==> config.mk <==
export PLATFORM = sky130hd
export DESIGN_NAME = rr_arb_mux
export DESIGN_NICKNAME = d
export VERILOG_FILES = /design/src/rtl/rr_arb_mux.sv
export SDC_FILE = /design/constraint.sdc
export NUM_CORES = 1
export LEC_CHECK = 0
export CORE_UTILIZATION = 25
export CTS_CLUSTER_DIAMETER = 150
export DETAILED_ROUTE_END_ITERATION = 16
export PLACE_DENSITY_LB_ADDON = 0.05
export SETUP_SLACK_MARGIN = 0.2
export SLEW_MARGIN = 20
export SYNTH_ARGS = -nofsm -noshare
export SYNTH_HDL_FRONTEND = slang
export SYNTH_SLANG_ARGS = --single-unit
==> constraint.sdc <==
create_clock -name clk -period 2.4 [get_ports clk]
set_input_delay 0.24 -clock clk [delete_from_list [all_inputs] [get_ports clk]]
set_output_delay 0.24 -clock clk [all_outputs]
set_load 0.01 [all_outputs]
==> src/rtl/rr_arb_mux.sv <==
// rtl/rr_arb_mux.sv - N-channel arbitrated mux with registered valid/ready output
// Round-robin or fixed-priority grant selects one producer per cycle into a single output register.

module rr_arb_mux_grant #(
  parameter int N_CH = 4,
  localparam int SEL_W = $clog2(N_CH)
) (
  input  logic             mode,
  input  logic [N_CH-1:0]  req,
  input  logic [SEL_W-1:0] ptr,
  output logic             found,
  output logic [SEL_W-1:0] idx
);

  logic [N_CH-1:0] upper_mask;
  logic [N_CH-1:0] upper_req;

  function automatic logic [SEL_W-1:0] lowest(input logic [N_CH-1:0] v);
    logic [SEL_W-1:0] r;
    r = '0;
    for (int i = N_CH - 1; i >= 0; i--) begin
      if (v[i]) r = SEL_W'(i);
    end
    return r;
  endfunction

  // Round-robin: prefer requests at or above ptr, otherwise wrap to the lowest request.
  always_comb begin
    upper_mask = '0;
    for (int i = 0; i < N_CH; i++) begin
      upper_mask[i] = (SEL_W'(i) >= ptr);
    end
  end

  assign upper_req = req & upper_mask;
  assign found     = |req;

  always_comb begin
    idx = '0;
    if (mode || (upper_req == '0)) begin
      idx = lowest(req);
    end else begin
      idx = lowest(upper_req);
    end
  end

endmodule

module rr_arb_mux #(
  parameter int N_CH  = 4,
  parameter int WIDTH = 32,
  localparam int SEL_W = $clog2(N_CH)
) (
  input  logic                  clk,
  input  logic                  rst_n,
  input  logic                  mode,
  input  logic [N_CH*WIDTH-1:0] in_data,
  input  logic [N_CH-1:0]       in_valid,
  output logic [N_CH-1:0]       in_ready,
  output logic [WIDTH-1:0]      out_data,
  output logic [SEL_W-1:0]      out_ch,
  output logic                  out_valid,
  input  logic                  out_ready
);

  logic [SEL_W-1:0] rr_ptr;
  logic [SEL_W-1:0] grant_idx;
  logic             grant_found;
  logic             load_en;
  logic             accept;
  logic [SEL_W-1:0] next_ptr;
  logic [WIDTH-1:0] ch_data [N_CH];

  for (genvar i = 0; i < N_CH; i++) begin : g_split
    assign ch_data[i] = in_data[i*WIDTH +: WIDTH];
  end

  rr_arb_mux_grant #(
    .N_CH (N_CH)
  ) u_grant (
    .mode  (mode),
    .req   (in_valid),
    .ptr   (rr_ptr),
    .found (grant_found),
    .idx   (grant_idx)
  );

  assign load_en  = !out_valid || out_ready;
  // rst_n gates accept so no producer sees in_ready while the block is held in reset.
  assign accept   = rst_n && load_en && grant_found;
  assign next_ptr = (grant_idx == SEL_W'(N_CH - 1)) ? '0 : grant_idx + 1'b1;

  always_comb begin
    in_ready = '0;
    if (accept) in_ready[grant_idx] = 1'b1;
  end

  always_ff @(posedge clk or negedge rst_n) begin
    if (!rst_n) begin
      out_valid <= 1'b0;
      out_data  <= '0;
      out_ch    <= '0;
      rr_ptr    <= '0;
    end else if (accept) begin
      out_valid <= 1'b1;
      out_data  <= ch_data[grant_idx];
      out_ch    <= grant_idx;
      if (!mode) rr_ptr <= next_ptr;
    end else if (out_ready) begin
      out_valid <= 1'b0;
    end
  end

endmodule
# Yosys cells after proc, flatten, opt, wreduce, memory -nomap -nowiden
# Cells that the tools add are included.
# word_totals
register_bits	37
out_inout_bits	39
wordCells	44
in_bits	136
# op_classes
n_eq_ne	1
addsub	1
order_cmp	7
n_reduce_logical	10
mux	18
n_bitwise	3
# ops
op	count
$bmux 32 s2	1
$mux 32	2
$mux 2	10
$and 4x4->4	1
$ge 1x2->1 const A	2
$ge 2x2->1 const A	2
$logic_not 4->1	1
$mux 4	1
$reduce_or 4->1	1
$ge 3x3->1 const B	1
$logic_and 1x1->1	3
$lt 2x3->1 const B	1
$mux 1	3
$not 2->3	1
$add 2x1->2 const B	1
$demux 1 s2	1
$eq 2x2->1 const B	1
$ge 2x1->1 const B	1
$logic_or 1x1->1	2
$reduce_and 2->1	1
$reduce_bool 2->1	1
$logic_not 1->1	1
$not 1->1	1

# Depth between registers and ports, before layout
# depth
depth_word	12
mapped_depth	9
ltp_nobuf	7

# Cells and area by module
# Synthesis repeated with hierarchy kept, for this count alone.
# hier_totals
hier_cells	151
area_unflattened_um2	2492.4
# by_module_without_submodules
mod	seq_area_each_um2	area_per_inst_um2	cells_per_inst	n_inst
rr_arb_mux	925.9	2389.8	133	1
rr_arb_mux_grant	0.0	102.6	18	1

# Least setup slack after synthesis
# Ideal clock, no wire load.
# synth_path
path_type	register to output
from	reg rr_ptr[1]
to	out in_ready[0]
stages_incl_launch_ff	10
slack_ns	0.310
t_required_ns	2.160
path_buffers	2
arrival_ns	1.850
path_cell_list	dfrtp_1 > nor2_1 > o21ai_4 > nand2_4 > mux2i_4 > buf_6 > buf_12 > inv_1 > ha_1 > and2_1
# synth_via
elab_chain_len	12
elab_cells_between_ends	18
classes_between	6 x order compare; 8 x mux; 1 x bitwise; 3 x reduce/logical
# synth_lines
item	line	text
start, declared	66	logic [SEL_W-1:0] rr_ptr;
start signal, assigned	108	if (!mode) rr_ptr <= next_ptr;
$ge 2x2->1	31	upper_mask[i] = (SEL_W'(i) >= ptr);
$and 4x4->4 *	35	assign upper_req = req & upper_mask;
$mux 2 (4 in a row)	22	if (v[i]) r = SEL_W'(i);
$mux 2 *	40	if (mode || (upper_req == '0)) begin
net grant_idx[0]	67	logic [SEL_W-1:0] grant_idx;
$lt 2x3->1 (not written as such) or $ge 2x1->1 (tied branches)	95	if (accept) in_ready[grant_idx] = 1'b1;
$logic_and 1x1->1 (not written as such)	95	
$mux 1 (not written as such)	95	
$demux 1 s2 *	95	
$mux 4 *	95	
end, declared	59	output logic [N_CH-1:0] in_ready,
# The timed path passes the listed nets; every way through them passes the cells marked *.

# Final worst setup path
# layout_path
from	reg rr_ptr[1]
to	reg out_data[2]
# layout_via
elab_chain_len	11
elab_cells_between_ends	16
classes_between	4 x order compare; 8 x mux; 2 x bitwise; 2 x reduce/logical
# layout_lines
item	line	text
$ge 2x2->1	31	
$and 4x4->4 *	35	
$mux 2 (4 in a row)	22	
$mux 2 *	40	
$not 2->3 (not written as such) *	106	out_data <= ch_data[grant_idx];
$bmux 32 s2 *	106	
$mux 32 (not written as such) * (2 in a row)	106	
end signal, assigned	106	
end, declared	60	output logic [WIDTH-1:0] out_data,
# Mark *: on every way between the ends. The rest lies on a longest branch, timed or not. The select of a mux whose other input is x is not followed.
# A chain may end at the register's enable or synchronous reset.

==> flow_summary.ini <==
[status]
outcome = complete, no violations

[clock_network]
cts_root_buf = clkbuf_8
htreeDepth = 2
clockBufferDepth = 2
cts_made_buffers = 5
cts_hold_buffers = 0
cts_tree = yes
clk_latency_ps = 290
cts.sinks = 37
clk_transition_reported_paths_ps = 80

[drt]
wire_per_inst_um = 15.3
vias_per_cell = 4.67
ant_nets = 0
drcViolationCount = 0
vias = 2881
drtIter0Drc = 108
drt-pass1-iter-count = 6
wirelength_um = 9450

[power_and_ir_drop]
power_frac_comb = 0.633
leakagePower_nw = 2.18
p_clk_frac = 0.114
peakVddDrop_mv = 0.286
p_per_area_nw_per_um2 = 750
pwr-share-seq = 0.253
switching_share = 0.337
power.net_switching_mw = 1.33
internal_power_mw = 2.61
p_total_mw = 3.94

[sta]
setup_viol = 0
period_share = 0.960
period_minus_slack_ps = 2300
clock_skew_ps = 5.89
maxSlewHeadroom = 0.650
drv_slew = 0
hold_viol_final = 0
hold_slack_ps = 33.1
max_freq_mhz = 434
rsz0062_at_grt = true
tightest_slew_ps = 524

[cells_and_area]
multi_input_area_um2 = 1710
nFillCells = 980
mostFrequentLayoutCells = 166 x clkdlybuf4s50_1, 50 x nand2_1, 36 x dfrtp_1, 36 x buf_4
nets = 620
diodes = 0
final_cells = 617
areaGrowthSynthToFinish_pct = 99.4
postLayoutCoreUtil = 0.511
ff_latch_area_um2 = 927
drive_gt1_frac = 0.252
mostFrequentLayoutCell = clkdlybuf4s50_1

[setup_path]
critical_path.max_fanout = 5
critical_path_required_ps = 2570
cp_common_cell = buf_6
cp_cell_sequence = buf_12, a21boi_2, o21bai_2, nand2_4, mux2i_4, buf_6, buf_6, buf_16, mux2_4, a221o_1
crit_arrival_ps = 2480
endpoint_kind = flop
slowest_delay_ps = 450
cp_slowest_cell = dfrtp_2
crit_type = flop to flop
start_kind = flop

[global_route]
grt-ovfl-total = 0
met1_usage = 0.198
grt_pass1_wl_um = 15100
grt_usage = 0.174
grt_util_met2 = 0.316
busiest_layer = met2
grt_antenna_before_repair = 0
grt_max_degree = 38
grt_pass1_vias = 3080
use_met3 = 0.0518

[synth]
syn_inst = 259
syn-mean-instance-area_um2 = 10.2
syn_area_um2 = 2630
ys_seq_area_frac = 0.352
synthArstFlopShare = 1.00
ys_types = 42
syn_nets = 399
ys_seq_elements = 37
yosys_warnings = 0
synth_top_flop_cell = dfrtp_1
synth_edf_count = 0

[floorplanning]
die_width_um = 105
dieArea_um2 = 10900
rows = 37
die_h_um = 105
core_region_area_um2 = 10300
initial_core_util = 0.256
io_pins = 175

[hold_path]
min_path_type = input port to asynchronous set/reset pin

[job]
max_cap_viol_count = 0

[placed_design]
gp_congestion = 0.772
numPortBuffers = 174
dp_cells = 585
place_hpwl_um = 6680
## critical path, delay by kind of cell (launching register included)
kind | cells | cell delay, ps
and+or+nand+nor | 1 | 90
AOI/OAI and AO/OA | 3 | 520
DFF | 1 | 450
muxes | 2 | 580
buffers and inverters | 4 | 540
## synthesized netlist by cell type, types with 4 or more instances
library cell / n / area (um2)
a21oi_1: 9 / 45.0
a221o_1: 23 / 230
a221oi_1: 8 / 70.1
a22oi_1: 8 / 60.1
and2_1: 5 / 31.3
buf_2: 5 / 25.0
clkbuf_1: 5 / 18.8
dfrtp_1: 37 / 926
ha_1: 4 / 50.1
inv_1: 5 / 18.8
mux2_1: 7 / 78.8
mux2_2: 15 / 169
mux2_4: 5 / 75.1
mux2i_1: 24 / 240
nand2_1: 50 / 188
nor2_1: 15 / 56.3
## power groups by stage
stage               registers (mW)  clock network (mW)  logic (mW)
CTS                          0.995               0.468        2.46
detailed placement           0.998                   0        2.03
global placement              1.01                   0        2.01
global route                  1.03               0.483        2.66
finish                       0.998               0.447        2.50
floorplan                     1.09                   0       0.921
## layer usage
layer / wire, um / vias up / share of wire
met1: 3900 / 1346 / 0.41
met2: 4680 / 122 / 0.50
met5: 0 / - / 0
met3: 795 / 7 / 0.084
met4: 72 / 0 / 0.0076
li1: - / 1406 / -
## stage by stage
stage,setup TNS [ps],worst slack [ps],instance area [um2]
final,0,95.8,5250
after global routing,0,23.2,5250
after floorplan,0,310,2630
after global placement,-8890,-328,4720
after CTS,0,84.6,5150
after detailed placement,-8530,-344,4740
## registers in the layout, summed over array words and instances, names as in the netlist
register and count:
rr_ptr 2, out_data 32, out_valid 1, out_ch 2
## final timing paths
kind | from | end | slack [ps] | cells past startpoint
hold reg to reg | out_ch[1]$_DFFE_PN0P_ | out_ch[1]$_DFFE_PN0P_ | 480 | 1
max in group asynchronous | rst_n | rr_ptr[1]$_DFFE_PN0P_ | 1980 | 2
setup reg to reg | rr_ptr[1]$_DFFE_PN0P_ | out_data[2]$_DFFE_PN0P_ | 100 | 10
setup / recovery | rr_ptr[1]$_DFFE_PN0P_ | out_data[2]$_DFFE_PN0P_ | 100 | 10
hold / removal | rst_n | out_valid$_DFFE_PN0P_ | 30 | 2
min in group clk | rst_n | out_valid$_DFFE_PN0P_ | 320 | 4
## logic make-up (layout without fill, tap and decap cells)
kind of cell               count (synthesis)  in the layout  synth area share
AOI/OAI and AO/OA                         65             65             0.219
DFF                                       37             37             0.352
and+or+nand+nor                           80             80             0.135
muxes                                     52             52             0.222
buffers and inverters                     21            243            0.0532
adders and majority gates                  4              4            0.0190
## final cells by class
cell class | count | share of cell area
clock buffers | 5 | 0.0131
clock inverters | 3 | 0.00333
inverters | 5 | 0.00357
multi-input cells | 201 | 0.325
flip-flops and latches | 37 | 0.177
well taps | 136 | 0.0324
repair buffers | 230 | 0.446
## what timing repair did
action                     in CTS  in global routing
cloned                          2                  0
pin swaps                      24                  5
setup buffers                  17                  5
setup endpoints to repair      29                 32
gates resized for setup        61                 12
Power figures use the tool's default switching activity.
==> variant: new RTL, same settings <==
Add an input register stage for `mode`; this delays it by one clock. The other inputs are not delayed to match.
--- a/src/rtl/rr_arb_mux.sv
+++ b/src/rtl/rr_arb_mux.sv
@@ -65,2 +65,8 @@
 
+  logic mode_q;
+
+  always_ff @(posedge clk) begin
+    mode_q <= mode;
+  end
+
   logic [SEL_W-1:0] rr_ptr;
@@ -80,3 +86,3 @@
   ) u_grant (
-    .mode  (mode),
+    .mode  (mode_q),
     .req   (in_valid),
@@ -107,3 +113,3 @@
       out_ch    <= grant_idx;
-      if (!mode) rr_ptr <= next_ptr;
+      if (!mode_q) rr_ptr <= next_ptr;
     end else if (out_ready) begin
Function: changed (Yosys sat finds a counterexample within 4 cycles, from zero or initial values and one cycle with rst_n low).
==> variant against the unedited design <==
  * Sequential share of layout area increased by 2.3 points
  * Setup slack improved by 0.051 ns
  * Total power decreased by 13%
  * Final cell count decreased by 6.3%
  * Sequential cell count increased by 1
  * Critical path depth decreased by 2
  * Final area decreased by 9.4%
  * Count of clock-buffer cells in the layout increased by 2
  * Wire length decreased by 4.1%
  * Synthesized area decreased by 9.7%
  * Clock power increased by 4%
  * Synthesized cell count decreased by 5.8%
  * Critical endpoint is now in_ready[3]
==> variant: results (changes against the unedited design) <==
stage,metric,value,unit,change
power_and_ir_drop,powerDensity,723,nW/µm²,was 750 nW/µm²
synthesis,synth_cell_types,36,,was 42
drt,met3WireLength,736,µm,was 795 µm
critical_path,setup.worst_path.start,rr_ptr[1],,unchanged
critical_path,cp.arrival,2.01,ns,was 2.48 ns
place,gp_congestion,0.823,,was 0.772
critical_path,crit_fanout,6,,was 5
synthesis,synthTopCellsByArea,"dfrtp_1 (39%), a221oi_1 (8.8%), a22oi_1 (7.6%)",,"was dfrtp_1 (35%), mux2i_1 (9.1%), a221o_1 (8.7%)"
synthesis,ys_seq_area_share,39.8,%,was 35.2%
drt,first_pass_iters,4,,was 6
drt,drtIter0Drc,71,,was 108
sta,fin_skew,0.00482,ns,was 0.00589 ns
global_routing,grt_pass1_vias,2845,,was 3080
global_routing,grt_antenna_before_repair,0,,unchanged
global_routing,gr-usage-met1,21.0,%,was 19.8%
power_and_ir_drop,peakVddDrop,365,µV,was 286 µV
place,dp.cells,555,,was 585
cells_and_area,fill_cells,866,,was 980
cells_and_area,layoutNonFillerInstCount,578,,was 617
drt,vias,2748,,was 2881
synthesis,postSynth.asyncResetShare,97.4,%,was 100%
global_routing,use_met3,5.90,%,was 5.18%
sta,tightest_slew,0.517,ns,was 0.524 ns
place,dp_hpwl,6570,µm,was 6680 µm
drt,wirelength,9060,µm,was 9450 µm
place,dpl-instance-area,4490,µm²,was 4740 µm²
synthesis,syn_nets,384,,was 399
global_routing,met2_usage,32.3,%,was 31.6%
place,place_ws,-0.271,ns,was -0.344 ns
global_routing,grt_pass1_wl,14300,µm,was 15100 µm
cells_and_area,layout-drive-gt1-share,20.0,%,was 25.2%
status,status,"finished, final reports clean",,unchanged
drt,wl_met1,3770,µm,was 3900 µm
synthesis,syn_inst,244,,was 259
drt,met2_length,4420,µm,was 4680 µm
power_and_ir_drop,cellLeakagePower,0.00188,µW,was 0.00218 µW
synthesis,synth_edf_count,0,,unchanged
worst_hold_path,hp-class,input pin to asynchronous set/reset pin,,unchanged
variant: cell count changes in the layout (fill, tap and decap cells not counted), sizes merged, moves of 14 or more:
cell    unedited run  this run
mux2i             25         9
nor2              15        29
a221o             23         8
buf               61        47
nand3              1        18
nand2             51         5
mux2              27        10
a21oi              9        25
a221oi             8        24
a22oi              8        24
variant: logic make-up after synthesis:
| family | synth area share [%] |
|---|---|
| compound gates | 32.8 |
| fa+ha+maj | 2.10 |
| buf+inv | 4.52 |
| flops | 39.8 |
| mux | 8.52 |
| simple gates | 12.3 |
variant: area by class of cell:
| cell class | count | area share [%] |
|---|---|---|
| flip-flops and latches | 38 | 19.9 |
| repair buffers | 216 | 44.3 |
| multi-input cells | 183 | 30.2 |
| well taps | 129 | 3.39 |
| clock buffers | 7 | 1.81 |
| clock inverters | 1 | 0.105 |
| inverters | 4 | 0.316 |
variant: path summary, 6_finish.rpt:
path / end / cells past startpoint / slack (ns)
max in group asynchronous: rr_ptr[1] / 2 / 1.95
max: in_ready[3] / 8 / 0.15
min reg2reg: out_ch[1] / 1 / 0.48
min: out_ch[0] / 2 / 0.08
min in group clk: out_valid / 4 / 0.36
max reg2reg: out_data[2] / 9 / 0.17
variant: timing repair:
item	4_1_cts	5_1_grt
cloned	0	0
pin swaps	5	3
gates resized for setup	37	6
setup endpoints to repair	12	13
buffers inserted	9	6
hold buffers	0	0
variant: worst max-delay path, stage by stage (launching register included):
cell	delay [ns]
dfrtp_2	0.46
and2_4	0.18
o32a_4	0.36
o21ai_4	0.07
o31ai_4	0.11
buf_12	0.15
ha_4	0.14
and2_4	0.13
buf_6	0.11
variant: report_power, final:
group / internal, µW / switching (µW)
clock network: 232 / 231
logic: 1170 / 825
registers: 852 / 136
